File: config.mk
export PLATFORM = sky130hd
export DESIGN_NAME = b16_spill_stack
export DESIGN_NICKNAME = d
export VERILOG_FILES = /design/src/rtl/b16_spill_stack.sv
export SDC_FILE = /design/constraint.sdc
export NUM_CORES = 1
export LEC_CHECK = 0
export CELL_PAD_IN_SITES_DETAIL_PLACEMENT = 1
export CELL_PAD_IN_SITES_GLOBAL_PLACEMENT = 1
export CORE_ASPECT_RATIO = 0.8
export CORE_MARGIN = 2
export CORE_UTILIZATION = 30
export CTS_CLUSTER_SIZE = 40
export DETAILED_ROUTE_END_ITERATION = 16
export PLACE_DENSITY_LB_ADDON = 0.1
export SKIP_CTS_REPAIR_TIMING = 1
export SLEW_MARGIN = 10
export SYNTH_ARGS = -nofsm -noshare
export SYNTH_HDL_FRONTEND = slang
export SYNTH_SLANG_ARGS = --single-unit
File: constraint.sdc
create_clock -name clk -period 11.7 [get_ports clk]
set_input_delay 1.755 -clock clk [delete_from_list [all_inputs] [get_ports clk]]
set_output_delay 1.755 -clock clk [all_outputs]
set_load 0.01 [all_outputs]
File: src/rtl/b16_spill_stack.sv
// rtl/b16_spill_stack.sv - circular on-chip stack with automatic spill/fill to a memory backing store
//
// Purpose:
//   Holds the top 2^DEP words of a cpu stack on chip. When occupancy reaches HI the
//   bottom entry is spilled to memory; when it drops to LO and memory holds words, the
//   most recently spilled word is filled back. The core is stalled during a transfer.
//
// Ports:
//   clk, reset          single clock, synchronous active-high reset
//   push, pop, din      core stack operations (sampled only while stall is low)
//   dout                current top entry (entry at head-1)
//   count               on-chip occupancy, 0..2^DEP
//   mcount              words held in the backing store
//   stall               transfer in progress, core must hold push/pop
//   ovf, unf            sticky overflow / underflow flags
//   base_we, base_in    backing-store base load (IDLE only), clears mcount
//   en                  allows new transfers to start
//   maddr, mreq, mwr,
//   mdout, mdin, mack   memory bus: request held until acknowledge

module b16_spill_stack #(
   parameter int L   = 16,
   parameter int DEP = 4,
   parameter int HI  = 12,
   parameter int LO  = 2
) (
   input  logic           clk,
   input  logic           reset,
   input  logic           push,
   input  logic           pop,
   input  logic [L-1:0]   din,
   output logic [L-1:0]   dout,
   output logic [DEP:0]   count,
   output logic [L-1:0]   mcount,
   output logic           stall,
   output logic           ovf,
   output logic           unf,
   input  logic           base_we,
   input  logic [L-1:0]   base_in,
   input  logic           en,
   output logic [L-1:0]   maddr,
   output logic           mreq,
   output logic           mwr,
   output logic [L-1:0]   mdout,
   input  logic [L-1:0]   mdin,
   input  logic           mack
);

   localparam int N = 1 << DEP;
   localparam logic [DEP:0] FULL = (DEP+1)'(N);
   localparam logic [DEP:0] HI_C = (DEP+1)'(HI);
   localparam logic [DEP:0] LO_C = (DEP+1)'(LO);

   typedef enum logic [1:0] {IDLE, SPILL, FILL} state_t;

   state_t         state, state_nx;
   logic [L-1:0]   mem [N];
   logic [DEP-1:0] head, tail, head_nx, top_idx, core_waddr;
   logic [DEP:0]   cnt, cnt_nx;
   logic [L-1:0]   mcnt, mcnt_upd, base, base_upd;
   logic [L-1:0]   maddr_r, mdout_r;
   logic           mwr_r, ovf_r, unf_r;
   logic           core_we, ovf_set, unf_set;
   logic           base_lsb_unused;

   assign base_lsb_unused = base_in[0];
   assign top_idx = head - 1'b1;

   // Core-side update, only effective in IDLE (stall low).
   always_comb begin
      core_we    = 1'b0;
      core_waddr = head;
      head_nx    = head;
      cnt_nx     = cnt;
      ovf_set    = 1'b0;
      unf_set    = 1'b0;
      base_upd   = base;
      mcnt_upd   = mcnt;
      if (state == IDLE) begin
         // push+pop on an empty stack has no top to overwrite, so it acts as a push
         if (push && (!pop || cnt == '0)) begin
            if (cnt == FULL) begin
               ovf_set = 1'b1;
            end else begin
               core_we = 1'b1;
               head_nx = head + 1'b1;
               cnt_nx  = cnt + 1'b1;
            end
         end else if (pop && !push) begin
            if (cnt == '0) begin
               unf_set = (mcnt == '0);
            end else begin
               head_nx = head - 1'b1;
               cnt_nx  = cnt - 1'b1;
            end
         end else if (push && pop) begin
            core_we    = 1'b1;
            core_waddr = top_idx;
         end
         if (base_we) begin
            base_upd = {base_in[L-1:1], 1'b0};
            mcnt_upd = '0;
         end
      end
   end

   // Transfer decision uses the post-update occupancy so a push reaching HI starts a spill at once.
   always_comb begin
      state_nx = state;
      case (state)
         IDLE: begin
            if (en && cnt_nx >= HI_C)
               state_nx = SPILL;
            else if (en && cnt_nx <= LO_C && mcnt_upd != '0)
               state_nx = FILL;
         end
         SPILL, FILL: begin
            if (mack)
               state_nx = IDLE;
         end
         default: state_nx = IDLE;
      endcase
   end

   always_ff @(posedge clk) begin
      if (reset) begin
         state   <= IDLE;
         head    <= '0;
         tail    <= '0;
         cnt     <= '0;
         mcnt    <= '0;
         base    <= '0;
         ovf_r   <= 1'b0;
         unf_r   <= 1'b0;
         mwr_r   <= 1'b0;
         maddr_r <= '0;
         mdout_r <= '0;
      end else begin
         state <= state_nx;
         case (state)
            IDLE: begin
               head  <= head_nx;
               cnt   <= cnt_nx;
               base  <= base_upd;
               mcnt  <= mcnt_upd;
               ovf_r <= ovf_r | ovf_set;
               unf_r <= unf_r | unf_set;
               if (state_nx == SPILL) begin
                  mdout_r <= mem[tail];
                  maddr_r <= base_upd + (mcnt_upd << 1);
                  mwr_r   <= 1'b1;
               end else if (state_nx == FILL) begin
                  maddr_r <= base_upd + ((mcnt_upd - 1'b1) << 1);
                  mwr_r   <= 1'b0;
               end
            end
            SPILL: begin
               if (mack) begin
                  tail <= tail + 1'b1;
                  cnt  <= cnt - 1'b1;
                  mcnt <= mcnt + 1'b1;
               end
            end
            FILL: begin
               if (mack) begin
                  tail <= tail - 1'b1;
                  cnt  <= cnt + 1'b1;
                  mcnt <= mcnt - 1'b1;
               end
            end
            default: ;
         endcase
      end
   end

   // Entry storage is not reset; core writes and fill writes never coincide.
   always_ff @(posedge clk) begin
      if (!reset) begin
         if (core_we)
            mem[core_waddr] <= din;
         else if (state == FILL && mack)
            mem[tail - 1'b1] <= mdin;
      end
   end

   assign dout   = mem[top_idx];
   assign count  = cnt;
   assign mcount = mcnt;
   assign stall  = (state != IDLE);
   assign mreq   = (state != IDLE);
   assign mwr    = mwr_r;
   assign maddr  = maddr_r;
   assign mdout  = mdout_r;
   assign ovf    = ovf_r;
   assign unf    = unf_r;

endmodule

==> results_dict.tcl <==
set metrics [dict create \
    clk_pin_slew_ns 0.06 \
    cpPeakStageDelay_ns 0.77 \
    routed_wl_um 55500 \
    seq_area_um2 9340 \
    slew_headroom_pct 24.9 \
    worst_pin_slew_ns 1.13 \
    synth.area.mux_share_pct 22.0 \
    die_h_um 221 \
    yosysTopAreaCellShare_pct 43.4 \
    synth_top_family_by_area "multiplexers" \
    synth_compound_area_share_pct 8.19 \
    clock.fmax_mhz 138 \
    port-buffer-count 127 \
    synth-xor-area-share_pct 1.78 \
    dp_hpwl_um 33900 \
    die_w_um 276 \
    drt-pass1-iter-count 5 \
    antenna_left 0 \
    holdCritPathClass "reg2reg" \
    worstPathCellList "clkdlybuf4s50_1, nor2b_1, o21ai_0, o21ai_0, o2111ai_1, and2_1, nand4b_4, o221a_1, ha_1, nand2b_1, a21oi_1, o21ai_0, o311ai_0, o21ai_0, ha_1, and3_1, nand2_1, o21ai_0, a31oi_1, or4_1, nand3_1" \
    ys_types 90 \
    crit_buf_inv 1 \
    async_flop_share_pct 0 \
    synth.avg_cell_area_um2 13.8 \
    ys_warn_count 0 \
    p_leak_nw 6.79 \
    ios 129 \
    clockBufferDepth 3 \
    status "complete, no violations" \
    synth_top_area_cell "edfxtp_1" \
    wl_per_cell_um 25.3 \
    ctsHtreeMaxLevel 2 \
    maxCapViolCount 0 \
    core_area_um2 58200 \
    setup_viol 0 \
    num-fill-cells 6010 \
    drtIter0Drc 941 \
    rsz0062_at_grt "no" \
    grt_overflow_total 0 \
    diodes 0 \
    rows 79 \
    cts_inserted_buffers 41 \
    post-route-period-util_pct 62.0 \
    start_util_pct 30.4 \
    crit_type "in2reg" \
    yosys-top-cells-area "edfxtp_1 43%, mux4_2 20%, dfxtp_1 9.3%" \
    gp_congestion 0.764 \
    cp-end-kind "flop" \
    worst_ir_drop_vdd_v 0.000161 \
    fin_cells 2194 \
    antenna_found_initial 0 \
    ys_ff_latch 338 \
    synthFlopType "edfxtp_1" \
    crit_family "compound AO/OA/AOI/OAI gates" \
    synth-simple-area-share_pct 9.50 \
    required_ns 12.22 \
    layout.nets 1492 \
    arrival_ns 7.77 \
    layout_common_cells "256 x edfxtp_1, 160 x mux4_2, 156 x nand2_1" \
    fin_skew_ns 0.0158 \
    min_period_ns 7.25 \
    via_per_inst 5.38 \
    synth_edf_count 256 \
    power.density_nw_per_um2 250 \
    setup-tns-final_ns 0 \
    whs_path_depth 2 \
    grt_pass1_vias 12400 \
    cts.sinks 338 \
    finalHoldWorstSlack_ns 0.432 \
    crit_cells 21 \
    via_count 11800 \
    worstPathMaxFanout 12 \
    hold_violations 0 \
    dp.cells 2118 \
    startpoint_type "primary input" \
    final_common_cell "edfxtp_1" \
    synthesis.nets 1382 \
    placed_area_um2 19900 \
    synth_cells 1282 \
    dieArea_um2 61000 \
    slowest_stage "clkdlybuf4s50_1" \
    drive_above_1_share_pct 21.3 \
    drc_errors 0 \
    track_usage_pct 18.4 \
    fin_util_pct 36.4 \
    ys_seq_area_share_pct 52.7 \
    grt_max_degree 70 \
    finalMaxSlewViolations 0 \
    grt_pass1_wl_um 83300 \
    critPathMostFrequentCell "o21ai_0" \
    area_growth_pct 19.6 \
    synthAdderAreaFrac_pct 3.26 \
    cts_root_buf "clkbuf_16" \
    final_area_um2 21200 \
    syn-cell-area_um2 17700 \
    reg2reg_depth 23 \
    clkLatencyLatePin_ns 0.58 \
    multiInputGateArea_um2 8050 \
    cts_tree "yes" \
]
-- Yosys cell counts (all sizes together), types with 8 or more instances --
cell type  number
inv            25
clkbuf         37
ha             43
nand2b         12
edfxtp        256
nand3          28
nor2           77
a22oi           9
a31oi          12
o211ai          8
buf            44
a21oi          77
o21ai          43
mux4          160
mux2           18
a21o            8
dfxtp          82
xor2           18
xnor2          18
or3            12
nand2         156
nor3           24
-- logic make-up after synthesis --
family	Yosys count
flops	338
buf+inv	106
fa+ha+maj	45
mux	185
compound gates	219
simple gates	353
xor+xnor	36
-- state kept, by name, summed over array words and instances (netlist names) --
name    cells
maddr      16
mcount     16
base       16
mem       256
count       5
mwr         1
mdout      16
unf         1
head        4
ovf         1
state       2
tail        4
-- stage by stage --
step | worst slack, ns | power [mW]
2_1_floorplan | 5.58 | 3.09
3_3_place_gp | 3.95 | 4.08
3_5_place_dp | 3.90 | 4.08
4_1_cts | 4.48 | 5.37
5_1_grt | 3.83 | 5.61
6_report | 4.45 | 5.29
-- metal layers --
metal | global-route usage [%] | up-vias | share of wire, %
li1 | - | 5286 | -
met4 | 4.13 | 2 | 1.6
met3 | 3.57 | 62 | 5.8
met5 | 0.558 | - | 0.085
met1 | 26.8 | 6131 | 47
met2 | 28.1 | 324 | 45
-- tightest hold or removal path: cells and delay by family, from the launching register on --
| kind | cells | cell delay (ns) |
|---|---|---|
| flops | 1 | 0.31 |
| simple gates | 2 | 0.08 |
-- where the power goes --
group,switching [mW],internal (mW)
Sequential,0.121,1.41
Clock,0.540,0.724
Combinational,1.35,1.14
Total,2.01,3.28
-- final cells by class --
type                            count  area share, %
Clock buffer                       51           5.07
Sequential cell                   338           44.1
Multi-Input combinational cell    838           38.0
Inverter                           25          0.443
Tap cell                          769           4.54
Clock inverter                     25           1.14
Timing Repair Buffer              148           6.73
-- path summary, 6_finish.rpt --
check            from         to  slack (ns)
max               pop  maddr[15]        4.45
min           base[0]    base[0]        0.43
max reg2reg  state[0]  maddr[15]        5.34
min reg2reg   base[0]    base[0]        0.43
No activity file was read; power rests on OpenSTA's default activity.
